===== src/rtl/signed_bcd_formatter_if.sv =====
// Handshake and result bundle between a value producer and signed_bcd_formatter.
// master: requester (drives start/value, observes the result)
// slave : the formatter itself
interface signed_bcd_formatter_if #(
    parameter int WIDTH = 8
);
    logic             start;
    logic [WIDTH-1:0] value;
    logic             busy;
    logic             done;
    logic             sign;
    logic [3:0]       digit1;
    logic [3:0]       digit2;
    logic             overflow;
    logic             lcd_disable;

    modport master (
        output start, value,
        input  busy, done, sign, digit1, digit2, overflow, lcd_disable
    );

    modport slave (
        input  start, value,
        output busy, done, sign, digit1, digit2, overflow, lcd_disable
    );
endinterface


===== src/rtl/signed_bcd_formatter.sv =====
// signed_bcd_formatter: two's-complement value -> sign + two BCD digits for the
// 2-digit LCD driver, using one double-dabble step per clock.
// Outputs are only rewritten in DONE, so the display never shows a torn value.
// Optional build macro: DISPLAY_SATURATE_EN clamps the digits to 9,9 on overflow;
// without it the digits show |value| mod 100.
module signed_bcd_formatter #(
    parameter int WIDTH = 8
) (
    input  logic                  clk,
    input  logic                  rst,
    signed_bcd_formatter_if.slave bus
);
    localparam int CW = $clog2(WIDTH + 1);

    typedef enum logic [1:0] {S_IDLE, S_CONV, S_DONE} state_t;

    state_t           state_q, state_d;
    logic [WIDTH+7:0] shift_q, shift_d;     // {bcd[7:0], mag[WIDTH-1:0]}
    logic [CW-1:0]    cnt_q, cnt_d;
    logic             sign_c_q, sign_c_d;
    logic             nz_c_q, nz_c_d;
    logic             ovf_c_q, ovf_c_d;
    logic             busy_q, busy_d;
    logic             done_q, done_d;
    logic             sign_q, sign_d;
    logic [3:0]       digit1_q, digit1_d;
    logic [3:0]       digit2_q, digit2_d;
    logic             overflow_q, overflow_d;
    logic             lcd_disable_q, lcd_disable_d;

    logic [WIDTH-1:0] mag_v;
    logic [3:0]       tens_adj, ones_adj;

    // Next-state and next-output computation for the IDLE -> CONV -> DONE sequence.
    always_comb begin
        state_d       = state_q;
        shift_d       = shift_q;
        cnt_d         = cnt_q;
        sign_c_d      = sign_c_q;
        nz_c_d        = nz_c_q;
        ovf_c_d       = ovf_c_q;
        busy_d        = busy_q;
        done_d        = 1'b0;
        sign_d        = sign_q;
        digit1_d      = digit1_q;
        digit2_d      = digit2_q;
        overflow_d    = overflow_q;
        lcd_disable_d = lcd_disable_q;

        // Negating the most negative value yields 2^(WIDTH-1), which still fits unsigned.
        mag_v    = bus.value[WIDTH-1] ? (~bus.value + 1'b1) : bus.value;
        tens_adj = shift_q[WIDTH+7:WIDTH+4];
        ones_adj = shift_q[WIDTH+3:WIDTH];
        if (tens_adj >= 4'd5) tens_adj = tens_adj + 4'd3;
        if (ones_adj >= 4'd5) ones_adj = ones_adj + 4'd3;

        case (state_q)
            S_IDLE: begin
                if (bus.start) begin
                    sign_c_d = bus.value[WIDTH-1];
                    nz_c_d   = |bus.value;
                    ovf_c_d  = 32'(mag_v) > 32'd99;
                    shift_d  = {8'h00, mag_v};
                    cnt_d    = CW'(WIDTH);
                    busy_d   = 1'b1;
                    state_d  = S_CONV;
                end
            end
            S_CONV: begin
                // Carry out of the tens nibble is dropped: digits end up as value mod 100.
                shift_d = {tens_adj, ones_adj, shift_q[WIDTH-1:0]} << 1;
                cnt_d   = cnt_q - 1'b1;
                if (cnt_q == CW'(1)) state_d = S_DONE;
            end
            S_DONE: begin
                sign_d     = sign_c_q & nz_c_q;
                overflow_d = ovf_c_q;
`ifdef DISPLAY_SATURATE_EN
                if (ovf_c_q) begin
                    digit1_d = 4'd9;
                    digit2_d = 4'd9;
                end else begin
                    digit1_d = shift_q[WIDTH+7:WIDTH+4];
                    digit2_d = shift_q[WIDTH+3:WIDTH];
                end
`else
                digit1_d = shift_q[WIDTH+7:WIDTH+4];
                digit2_d = shift_q[WIDTH+3:WIDTH];
`endif
                done_d        = 1'b1;
                busy_d        = 1'b0;
                lcd_disable_d = 1'b0;
                state_d       = S_IDLE;
            end
            default: begin
                busy_d  = 1'b0;
                state_d = S_IDLE;
            end
        endcase
    end

    // State and registered outputs, synchronous active-high reset.
    always_ff @(posedge clk) begin
        if (rst) begin
            state_q       <= S_IDLE;
            shift_q       <= '0;
            cnt_q         <= '0;
            sign_c_q      <= 1'b0;
            nz_c_q        <= 1'b0;
            ovf_c_q       <= 1'b0;
            busy_q        <= 1'b0;
            done_q        <= 1'b0;
            sign_q        <= 1'b0;
            digit1_q      <= 4'd0;
            digit2_q      <= 4'd0;
            overflow_q    <= 1'b0;
            lcd_disable_q <= 1'b1;
        end else begin
            state_q       <= state_d;
            shift_q       <= shift_d;
            cnt_q         <= cnt_d;
            sign_c_q      <= sign_c_d;
            nz_c_q        <= nz_c_d;
            ovf_c_q       <= ovf_c_d;
            busy_q        <= busy_d;
            done_q        <= done_d;
            sign_q        <= sign_d;
            digit1_q      <= digit1_d;
            digit2_q      <= digit2_d;
            overflow_q    <= overflow_d;
            lcd_disable_q <= lcd_disable_d;
        end
    end

    assign bus.busy        = busy_q;
    assign bus.done        = done_q;
    assign bus.sign        = sign_q;
    assign bus.digit1      = digit1_q;
    assign bus.digit2      = digit2_q;
    assign bus.overflow    = overflow_q;
    assign bus.lcd_disable = lcd_disable_q;
endmodule


===== src/flat_wrapper.sv =====
// flat-port wrapper written by rule: the top's interface ports become plain ports
module signed_bcd_formatter_flat 
#(
    parameter int WIDTH = 8
)
  (clk, rst, bus_start, bus_value, bus_busy, bus_done, bus_sign, bus_digit1, bus_digit2, bus_overflow, bus_lcd_disable);
  signed_bcd_formatter_if #(.WIDTH(WIDTH)) bus_i ();
  input  logic clk;
  input  logic rst;
  input wire logic [$bits(bus_i.start)-1:0] bus_start;
  input wire logic [$bits(bus_i.value)-1:0] bus_value;
  output wire logic [$bits(bus_i.busy)-1:0] bus_busy;
  output wire logic [$bits(bus_i.done)-1:0] bus_done;
  output wire logic [$bits(bus_i.sign)-1:0] bus_sign;
  output wire logic [$bits(bus_i.digit1)-1:0] bus_digit1;
  output wire logic [$bits(bus_i.digit2)-1:0] bus_digit2;
  output wire logic [$bits(bus_i.overflow)-1:0] bus_overflow;
  output wire logic [$bits(bus_i.lcd_disable)-1:0] bus_lcd_disable;
  assign bus_i.start = bus_start;
  assign bus_i.value = bus_value;
  assign bus_busy = bus_i.busy;
  assign bus_done = bus_i.done;
  assign bus_sign = bus_i.sign;
  assign bus_digit1 = bus_i.digit1;
  assign bus_digit2 = bus_i.digit2;
  assign bus_overflow = bus_i.overflow;
  assign bus_lcd_disable = bus_i.lcd_disable;
  signed_bcd_formatter #(.WIDTH(WIDTH)) u_core (.clk(clk), .rst(rst), .bus(bus_i));
endmodule

===== config.mk =====
export PLATFORM = sky130hd
export DESIGN_NAME = signed_bcd_formatter_flat
export DESIGN_NICKNAME = d
export VERILOG_FILES = /design/src/rtl/signed_bcd_formatter_if.sv /design/src/rtl/signed_bcd_formatter.sv /design/src/flat_wrapper.sv
export SDC_FILE = /design/constraint.sdc
export NUM_CORES = 1
export LEC_CHECK = 0
export CORE_ASPECT_RATIO = 0.5
export CORE_MARGIN = 8
export CORE_UTILIZATION = 39
export CTS_BUF_LIST = sky130_fd_sc_hd__clkbuf_16
export DETAILED_ROUTE_END_ITERATION = 10
export PLACE_DENSITY = 0.67
export SLEW_MARGIN = 20
export SYNTH_ARGS = -nofsm -noshare
export SYNTH_HDL_FRONTEND = slang
export SYNTH_SLANG_ARGS = --single-unit

===== constraint.sdc =====
create_clock -name clk -period 1.8 [get_ports clk]
set_clock_uncertainty 0.1 [all_clocks]
set_input_delay 0.36 -clock clk [delete_from_list [all_inputs] [get_ports clk]]
set_output_delay 0.36 -clock clk [all_outputs]
set_load 0.05 [all_outputs]

==> metrics.txt, run 1 <==
outcome finished clean; CP Launch Type primary input; top cells by count, synth dfxtp_1, nand2_1, a21oi_1; Core Box Area approximately 4300 um^2; reg2reg setup slack 180 ps; horizontal die dimension around 110 um; crit end category flip-flop; global-route wire length before repair roughly 7000 um; Distinct cells, synth 33; DRC violation count after routing 0; Pleak 0.942 nW; antenna viol nets, final 0; number of antenna violations at the first check in global routing 0; final setup margin 44.8 ps; I/O Buffers 23; initial drt markers 73; overall fraction of global-route tracks in use between 10% and 20%; largest delay contributor family on the critical path simple AND/OR/NAND/NOR gates; number of buffers added by the clock tree synthesis step 5; H-tree levels 2; CTS root buffer clkbuf_16; end of the worst register-to-register path u_core.shift_q[14]; number of global-route vias before repair between 1500 and 2000; number of max-slew violations in the final report 0; slowest stage cell on the critical path or4_4; required time of the critical path approximately 1900 ps; count of max-cap constraint violations 0; Yosys reg bits 38; fraction of the core area covered by cells at the end of the flow between 50% and 60%; number of enable flip-flop cells after synthesis 0; vias per cell 5.05; RSZ-0062 raised after global routing false; Die H about 63 um; pwr dens approximately 900 nW/um^2; Final Setup Violations 0; worst voltage drop across the vdd grid 0.402 mV; Ant. Diodes 0; Clock Latency Late Sink around 280 ps; actual transition at the worst max-transition pin ~460 ps; worst setup path category in -> reg; library cell occupying the most area in the post-synthesis netlist dfxtp_1; synthesis-to-finish area growth 36.0%; Starting Density about two fifths; ordered cell list for the critical path dlygate4sd2_1, or3_4, or4_4, a21boi_2, o32ai_2; cell count after synthesis around 220; logic depth of the worst register-to-register path 7; Synth async-reset ratio 0%; routed via count around 1600; maximum cell stage delay along the critical path approximately 520 ps; detailed-route wire length approximately 4000 um; share of Yosys cell area claimed by the top area cell type between 40 and 50%; CTS max path bufs 2; gp weighted congestion about 0.79; length of the first detailed-routing pass in iterations 4; Worst Hold Class reg -> reg; routed length per placed instance 12.5 um; TritonCTS clock tree built; dpl cell area about 2100 um^2; Synth area leaders dfxtp_1, a21oi_1, nand2_1, ha_1, nor2_1; arrival time of data at the critical path endpoint about 1800 ps; Buffers & Inverters on Critical Path 1; post-route minimum period ~1800 ps; fraction of layout cells with a size suffix above 1 20.5%; largest net degree at the start of global routing 39; Critical Path Start bus_value[2]; most used standard cell by instance count after synthesis dfxtp_1; achievable clock frequency about 0.57 GHz; start point of the worst hold path u_core.nz_c_q; global route total overflow 0; Reg clk slew, reported paths 50 ps; Worst R2R Start u_core.shift_q[13]; dominant synthesized flop cell dfxtp_1; Clock Sinks 38; final net count 281; fin crit share 97.5%; number of warnings printed during yosys synthesis 0; Relative slew margins ~70%; number of placed I/O pins 24; area enclosed by the die boundary roughly 7000 um^2; worst hold stages 2; number of nets produced by synthesis between 200 and 250; finished layout cell area roughly 2400 um^2; mean instance size in the synthesized netlist 8.03 um^2; minimum setup slack after placement -395 ps; Final Hold Fails 0; Rows 17; Worst Hold Path EP u_core.nz_c_q; Netlist Area Pre-Place around 1700 um^2; hold buffer count at cts 0; fraction of the yosys area taken by sequential cells a little over two fifths; maximum net fanout on the critical path 4; Detailed Place HPWL between 2000 and 3000 um
[cells by family (layout without fill, tap and decap cells)]
kind of cell	count (synthesis)	after routing	synth area share, %
simple gates	86	86	23.3
compound gates	56	56	18.5
flops	38	38	43.6
buf+inv	20	66	4.45
xor+xnor	8	8	4.02
fa+ha+maj	7	7	5.02
mux	2	2	1.15
[report_power, final]
group          switching [mW]  leakage, nW  internal, mW
combinational           0.151        0.556         0.141
clock                   0.313       0.0773         0.640
sequential             0.0236        0.309         0.876
[worst register-to-register path: cells and delay by family (launching register included)]
family	cells	cell delay (ps)
mux	1	250
buf+inv	1	80
simple gates	2	200
flops	1	350
fa+ha+maj	1	180
compound gates	2	390
[layout make-up]
class	instances	area [um^2]
Inverter	8	30.0
Sequential cell	38	761
Fill cell	407	1970
Tap cell	57	71.3
Clock inverter	2	33.8
Multi-Input combinational cell	159	936
Timing Repair Buffer	51	414
Clock buffer	5	125
[metal layers]
layer	vias to the layer above	global-route usage (%)	part of all wire [%]	wire length [um]
li1	838	-	-	-
met1	742	13.6	49	1960
met2	33	20.0	47	1860
met3	4	4.06	3.3	130
met4	0	4.67	1.1	45
met5	-	0	0	0
[cells in the final DEF, fill, tap and decap left out, types with 3 or more instances in the layout]
cell	instances
buf_4	40
dfxtp_1	38
nand2_1	35
a21oi_1	32
nor2_1	15
nand3_1	10
inv_1	8
nand2b_1	8
ha_1	7
dlygate4sd2_1	7
nor3_1	6
xnor2_1	6
o21ai_0	6
a22oi_1	6
clkbuf_16	5
nor2b_1	3
[through the flow]
| step | hold slack [ps] | power (mW) | instances | TNS, ps |
|---|---|---|---|---|
| final | 350 | 2.14 | 320 | 0 |
| after floorplan | 332 | 1.06 | 217 | 0 |
| after global routing | 372 | 2.25 | 320 | 0 |
| after CTS | 353 | 2.16 | 320 | 0 |
| after detailed placement | 347 | 1.19 | 308 | -3380 |
| after global placement | 337 | 1.19 | 308 | -3050 |
[registers in the layout, indices dropped and copies added, names as in the netlist]
name / flops
u_core.shift_q: 16
u_core.bus.digit1: 4
u_core.bus.digit2: 4
u_core.cnt_q: 4
u_core.state_q: 2
u_core.bus.busy: 1
u_core.bus.done: 1
u_core.bus.lcd_disable: 1
u_core.bus.overflow: 1
u_core.bus.sign: 1
u_core.nz_c_q: 1
u_core.ovf_c_q: 1
u_core.sign_c_q: 1
[worst max path at each step]
stage                           to  slack, ps  cells after the start
floorplan           u_core.ovf_c_q        110                      4
finish              u_core.ovf_c_q         40                      5
global route        u_core.ovf_c_q         20                      5
detailed placement  u_core.ovf_c_q       -390                      5
CTS                 u_core.ovf_c_q         50                      5
global placement    u_core.ovf_c_q       -360                      5
[repair_timing]
item,4_1_cts,5_1_grt
endpoints found under the setup margin,3,1
pin swaps,4,0
gates resized for setup,14,1
setup buffers,5,0
No activity file was read; power rests on OpenSTA's default activity.
==> inputs of run 2 (changes only) <==
Settings changed: GPL_TIMING_DRIVEN set to 0.
==> run 2 against run 1 <==
Worst setup slack better by 41 ps. Via count fell by 1.6%. Critical path depth increased by 1. Design area down 6.8%. Sequential power barely moved. Global-route usage decreased by 0.48 points. Wire length down 0.93%. Worst hold slack worse by 2.9 ps. First-iteration DRC count up 22%. Largest cell class unchanged. Largest power group is now sequential cells.
==> metrics.txt, run 2 (synthesized netlist as in run 1, its figures left out) <==
Ant. Diodes 0 (unchanged); H-tree levels 2 (unchanged); register area 761 um^2 (unchanged); Detailed Place HPWL 2710 um (-3.3%); initial drt markers 89 (+22%); outcome finished clean; final net count 269 (-4.3%); global route total overflow 0 (unchanged); reg2reg setup slack 160 ps (-20 ps); dpl cell area 2030 um^2 (-5.4%); worst slack on hold paths 347 ps (-2.87 ps); fraction of the core area covered by cells at the end of the flow 51.0% (-3.7 points); final setup margin 85.3 ps (+40.5 ps); flip-flop count of the largest register after layout 16 (unchanged); minimum setup slack after placement -466 ps (-70.7 ps); horizontal die dimension 111 um (unchanged); Final Total Pwr 1.96 mW (-8.5%); CTS root buffer clkbuf_16; largest net degree at the start of global routing 12 (-69%); Core Box Area 4340 um^2 (unchanged); number of antenna violations at the first check in global routing 0 (unchanged); fin crit share 95.3% (-2.3 points); pwr dens 887 nW/um^2 (-1.9%); fraction of layout cells with a size suffix above 1 9.56% (-11 points); CTS max path bufs 2 (unchanged); logic depth of the worst register-to-register path 6 (-1); RSZ-0062 raised after global routing false; number of max-slew violations in the final report 0 (unchanged); vias per cell 5.17 (+2.2%); maximum net fanout on the critical path 3 (-1); arrival time of data at the critical path endpoint 1780 ps (-50 ps); Clock Latency Late Sink 280 ps (about the same); Reg clk slew, reported paths 50 ps (about the same); synthesis-to-finish area growth 26.8%; TritonCTS clock tree built; Pleak 0.873 nW (-7.3%); count of max-cap constraint violations 0 (unchanged); Final Setup Violations 0 (unchanged); finished layout cell area 2210 um^2 (-6.8%); crit end category flip-flop; routed via count 1591 (-1.6%); area enclosed by the die boundary 6990 um^2 (unchanged); Die H 63.3 um (unchanged); length of the first detailed-routing pass in iterations 4 (unchanged); number of global-route vias before repair 1464 (-7.5%); achievable clock frequency 0.583 GHz (+2.4%); Fillers 445 (+9.3%); Rows 17 (unchanged); end of the worst register-to-register path u_core.shift_q[5]; # placed instances 296 (-3.9%); final total negative setup slack 0 ps (unchanged); commonest cells after routing, fill and taps aside dfxtp_1, nand2_1, a21oi_1, dlygate4sd2_1, nor2_1; Final Hold Fails 0 (unchanged); actual transition at the worst max-transition pin 542 ps (+84.6 ps); start point of the worst hold path u_core.bus.lcd_disable; global-route wire length before repair 6710 um (-3.8%); largest register by flop count u_core.shift_q; Worst Hold Class reg -> reg; required time of the critical path 1860 ps (-20 ps); Worst R2R Start u_core.state_q[0]; leading cell type in the layout, fill and taps excluded dfxtp_1; slowest stage cell on the critical path or3_4; worst voltage drop across the vdd grid 0.423 mV (+5.3%); overall fraction of global-route tracks in use 11.4% (-0.48 points); post-route minimum period 1710 ps (-40.5 ps); number of buffers added by the clock tree synthesis step 5 (unchanged); maximum cell stage delay along the critical path 410 ps (-110 ps); fin cells 308 (-3.8%); DRC violation count after routing 0 (unchanged); routed length per placed instance 12.8 um (+2.9%); detailed-route wire length 3960 um (-0.93%); Relative slew margins 63.9% (-5.6 points); Starting Density 40.2% (unchanged); gp weighted congestion 0.819 (+4.3%); Clock Sinks 38 (unchanged); number of placed I/O pins 24 (unchanged); worst hold stages 1 (-1); antenna viol nets, final 0 (unchanged); CP Launch Type primary input; Worst Hold Path EP u_core.bus.lcd_disable; worst setup path category in -> reg; multi-input combinational cell area 928 um^2 (-0.80%); ordered cell list for the critical path dlygate4sd2_1, or3_4, o31ai_1, xor2_1, o21ai_0, nor2b_1; I/O Buffers 22 (-4.3%)
-- run 2: cell count changes in the layout (fill, tap and decap cells not counted), moves of 2 or more --
cell,change
buf_4,-35
dlygate4sd2_1,+11
clkbuf_1,+5
clkbuf_2,+5
buf_2,+2
clkinv_2,+2
-- run 2: cell type report --
cell class	instances	share of cell area [%]
plain buffers	12	2.38
clock buffers	5	5.66
clock inverters	2	0.453
inverters	8	1.36
multi-input cells	159	42.0
flip-flops and latches	38	34.4
well taps	57	3.23
repair buffers	27	10.5
-- run 2: worst max path at each step --
stage / cells past startpoint / to / from / slack [ps]
after floorplan: 4 / u_core.ovf_c_q / bus_value[1] / 110
after global placement: 5 / u_core.ovf_c_q / bus_value[3] / -470
after detailed placement: 5 / u_core.ovf_c_q / bus_value[3] / -470
after CTS: 5 / u_core.ovf_c_q / bus_start / -20
after global routing: 5 / u_core.shift_q[10] / u_core.state_q[1] / 20
final: 6 / u_core.shift_q[5] / bus_value[0] / 90
-- run 2: layer usage --
| metal | track usage [%] | share of wire, % | vias up |
|---|---|---|---|
| met3 | 3.78 | 5.7 | 8 |
| met2 | 17.6 | 45 | 34 |
| met4 | 6.01 | 1.8 | 0 |
| met1 | 13.8 | 48 | 736 |
| li1 | - | - | 813 |
| met5 | 0 | 0 | - |
-- run 2: critical path: cells and delay by family --
kind                   cells  cell delay (ps)
AO/OA/AOI/OAI              2              380
AND/OR/NAND/NOR            2              560
buffers and inverters      1              260
XOR/XNOR                   1              220
-- run 2: power by group --
| group | internal, mW | leakage [nW] | total (mW) | switching (mW) |
|---|---|---|---|---|
| registers | 0.876 | 0.309 | 0.901 | 0.0256 |
| logic | 0.0962 | 0.495 | 0.243 | 0.147 |
| clock network | 0.499 | 0.0694 | 0.817 | 0.318 |
| total | 1.47 | 0.873 | 1.96 | 0.491 |
-- run 2: what timing repair did --
action	in CTS	in global routing
buffers inserted	3	2
setup endpoints to repair	21	7
hold buffers	0	0
gates resized for setup	24	11
pin swaps	2	2
==> inputs of run 3 (changes only) <==
Settings changed: PLACE_DENSITY 0.67 to not set, PLACE_DENSITY_LB_ADDON set to 0.08.
Clock period 1.8 ns to 1.7 ns, I/O delays scaled along.
==> run 3 against run 2 <==
The flow now finishes with violations (negative setup slack). Via count is 0.25% lower. Global-route usage is 0.64 points higher. Combinational power is 5% higher. Sequential cell count stayed put. Die area stayed put. Clock power is 8.1% higher. Total power is 6.6% higher. Cell count is 0.32% lower. First-iteration DRC count is 27% lower. Register-to-register slack worse by 40 ps. Largest power group unchanged.
==> metrics.txt, run 3 (synthesized netlist as in run 1, its figures left out) <==
RSZ-0062 raised after global routing true; met1 Track Usage GR 15.5% (+1.7 points); achievable clock frequency between 0.5 and 0.6 GHz; Worst Hold Class reg -> reg; required time of the critical path 1780 ps (-80 ps); final setup margin -15.5 ps (-101 ps); CP Launch Type primary input; minimum setup slack after placement -560 ps (-94.0 ps); fin cells 307 (-0.32%); register area 762 um^2 (+0.16%); number of antenna violations at the first check in global routing 0 (unchanged); arrival time of data at the critical path endpoint 1800 ps (+20 ps); largest net degree at the start of global routing 13 (+1); # placed instances 296 (unchanged); Relative slew margins 61.0% (-2.8 points); Clock Sinks 38 (unchanged); ordered cell list for the critical path dlygate4sd2_1, or3_4, or4_4, a21boi_1, o32ai_1; multi-input combinational cell area 950 um^2 (+2.3%); vias per cell 5.17 (about the same); horizontal die dimension 111 um (unchanged); leading cell type in the layout, fill and taps excluded dfxtp_1; Starting Density 40.2% (unchanged); final net count 267 (-0.74%); worst voltage drop across the vdd grid 0.400 mV (-5.4%); crit end category flip-flop; Clock Latency Late Sink 270 ps (about the same); worst setup path category in -> reg; number of placed I/O pins 24 (unchanged); fin crit share 101%; TritonCTS clock tree built; commonest cells after routing, fill and taps aside dfxtp_1, nand2_1, a21oi_1, dlygate4sd2_1, nor2_1; fraction of layout cells with a size suffix above 1 10.4% (+0.84 points); Pleak 0.866 nW (-0.84%); number of global-route vias before repair 1566 (+7.0%); number of max-slew violations in the final report 0 (unchanged); count of max-cap constraint violations 0 (unchanged); met3 capacity usage during global routing 4.44% (+0.66 points); routed length per placed instance 13.3 um (+3.8%); Final Setup Violations 1 (+1); Ant. Diodes 0 (unchanged); hold buffer count at cts 0 (unchanged); Fillers 456 (+2.5%); H-tree levels 2 (unchanged); maximum net fanout on the critical path 6 (+3); flip-flop count of the largest register after layout 16 (unchanged); largest register by flop count u_core.shift_q; routed via count 1587 (-0.25%); Reg clk slew, reported paths 60 ps (about the same); actual transition at the worst max-transition pin 584 ps (+42.6 ps); global route total overflow 0 (unchanged); GR peak layer met2; met2 layer usage reported by global route 18.4% (+0.81 points); violations in the final reports negative setup slack; Die H 63.3 um (unchanged); I/O Buffers 22 (unchanged); detailed-route wire length 4090 um (+3.4%); overall fraction of global-route tracks in use 12.0% (+0.64 points); slowest stage cell on the critical path or4_4; Buffers & Inverters on Critical Path 1 (unchanged); initial drt markers 65 (-27%); Detailed Place HPWL 2940 um (+8.4%); pwr dens 940 nW/um^2 (+5.9%); global-route wire length before repair 7150 um (+6.6%); outcome complete, but fails checks; final total negative setup slack -15.5 ps (-15.5 ps); Core Box Area 4340 um^2 (unchanged); largest delay contributor family on the critical path simple AND/OR/NAND/NOR gates; Rows 17 (unchanged); maximum cell stage delay along the critical path 520 ps (+110 ps); area enclosed by the die boundary 6990 um^2 (unchanged); DRC violation count after routing 0 (unchanged); CTS max path bufs 2 (unchanged); post-route minimum period roughly 1700 ps; gp weighted congestion 0.761 (-7.0%); antenna viol nets, final 0 (unchanged); Final Hold Fails 0 (unchanged); number of buffers added by the clock tree synthesis step 5 (unchanged); length of the first detailed-routing pass in iterations 4 (unchanged); CTS root buffer clkbuf_16; Final Total Pwr 2.09 mW (+6.6%); synthesis-to-finish area growth 27.6%
## run 3: cell types whose count changed in the layout (fill, tap and decap cells not counted), sizes merged
cell,previous run,this run
buf,8,6
clkinvlp,0,1
## run 3: report_power, final
group	switching [mW]	internal, mW	leakage [nW]
Combinational	0.155	0.0986	0.489
Sequential	0.0265	0.927	0.310
Clock	0.349	0.535	0.0672
## run 3: path summary, 6_finish.rpt
kind	startpoint	end	slack [ps]	cells after the start
hold reg to reg	u_core.bus.lcd_disable	u_core.bus.lcd_disable	350	1
hold / removal	u_core.bus.lcd_disable	u_core.bus.lcd_disable	350	1
setup reg to reg	u_core.state_q[1]	u_core.shift_q[8]	120	5
setup / recovery	bus_value[4]	u_core.ovf_c_q	-20	5
## run 3: layout make-up
| type | instances | area share, % |
|---|---|---|
| plain buffers | 12 | 2.36 |
| clock buffers | 5 | 5.62 |
| multi-input cells | 159 | 42.7 |
| repair buffers | 25 | 9.79 |
| inverters | 8 | 1.35 |
| flip-flops and latches | 38 | 34.3 |
| clock inverters | 3 | 0.731 |
| well taps | 57 | 3.21 |
## run 3: metrics by stage
| stage | instance area, um^2 | hold WS [ps] | util, % |
|---|---|---|---|
| after floorplan | 1740 | 332 | - |
| final | 2220 | 347 | 51.3 |
| after global routing | 2220 | 367 | 51.3 |
| after detailed placement | 2030 | 346 | 46.9 |
| after global placement | 2030 | 332 | 46.9 |
| after CTS | 2200 | 353 | 50.6 |
## run 3: worst register-to-register path, cell delays in order, from the launching register on
cell and delay (ps):
dfxtp_1 450, nor2_1 70, nand2_1 190, buf_1 430, nand3_1 130, a21oi_1 150
## run 3: layer usage
layer,part of all wire [%],wire length (um)
met3,5.1,209
met1,52,2130
met4,0.66,27
met5,0,0
met2,42,1730
## run 3: timing repair
| action | 4_1_cts | 5_1_grt |
|---|---|---|
| endpoints found under the setup margin | 28 | 17 |
| pin swaps | 3 | 2 |
| gates resized for setup | 26 | 14 |
| setup buffers | 2 | 1 |
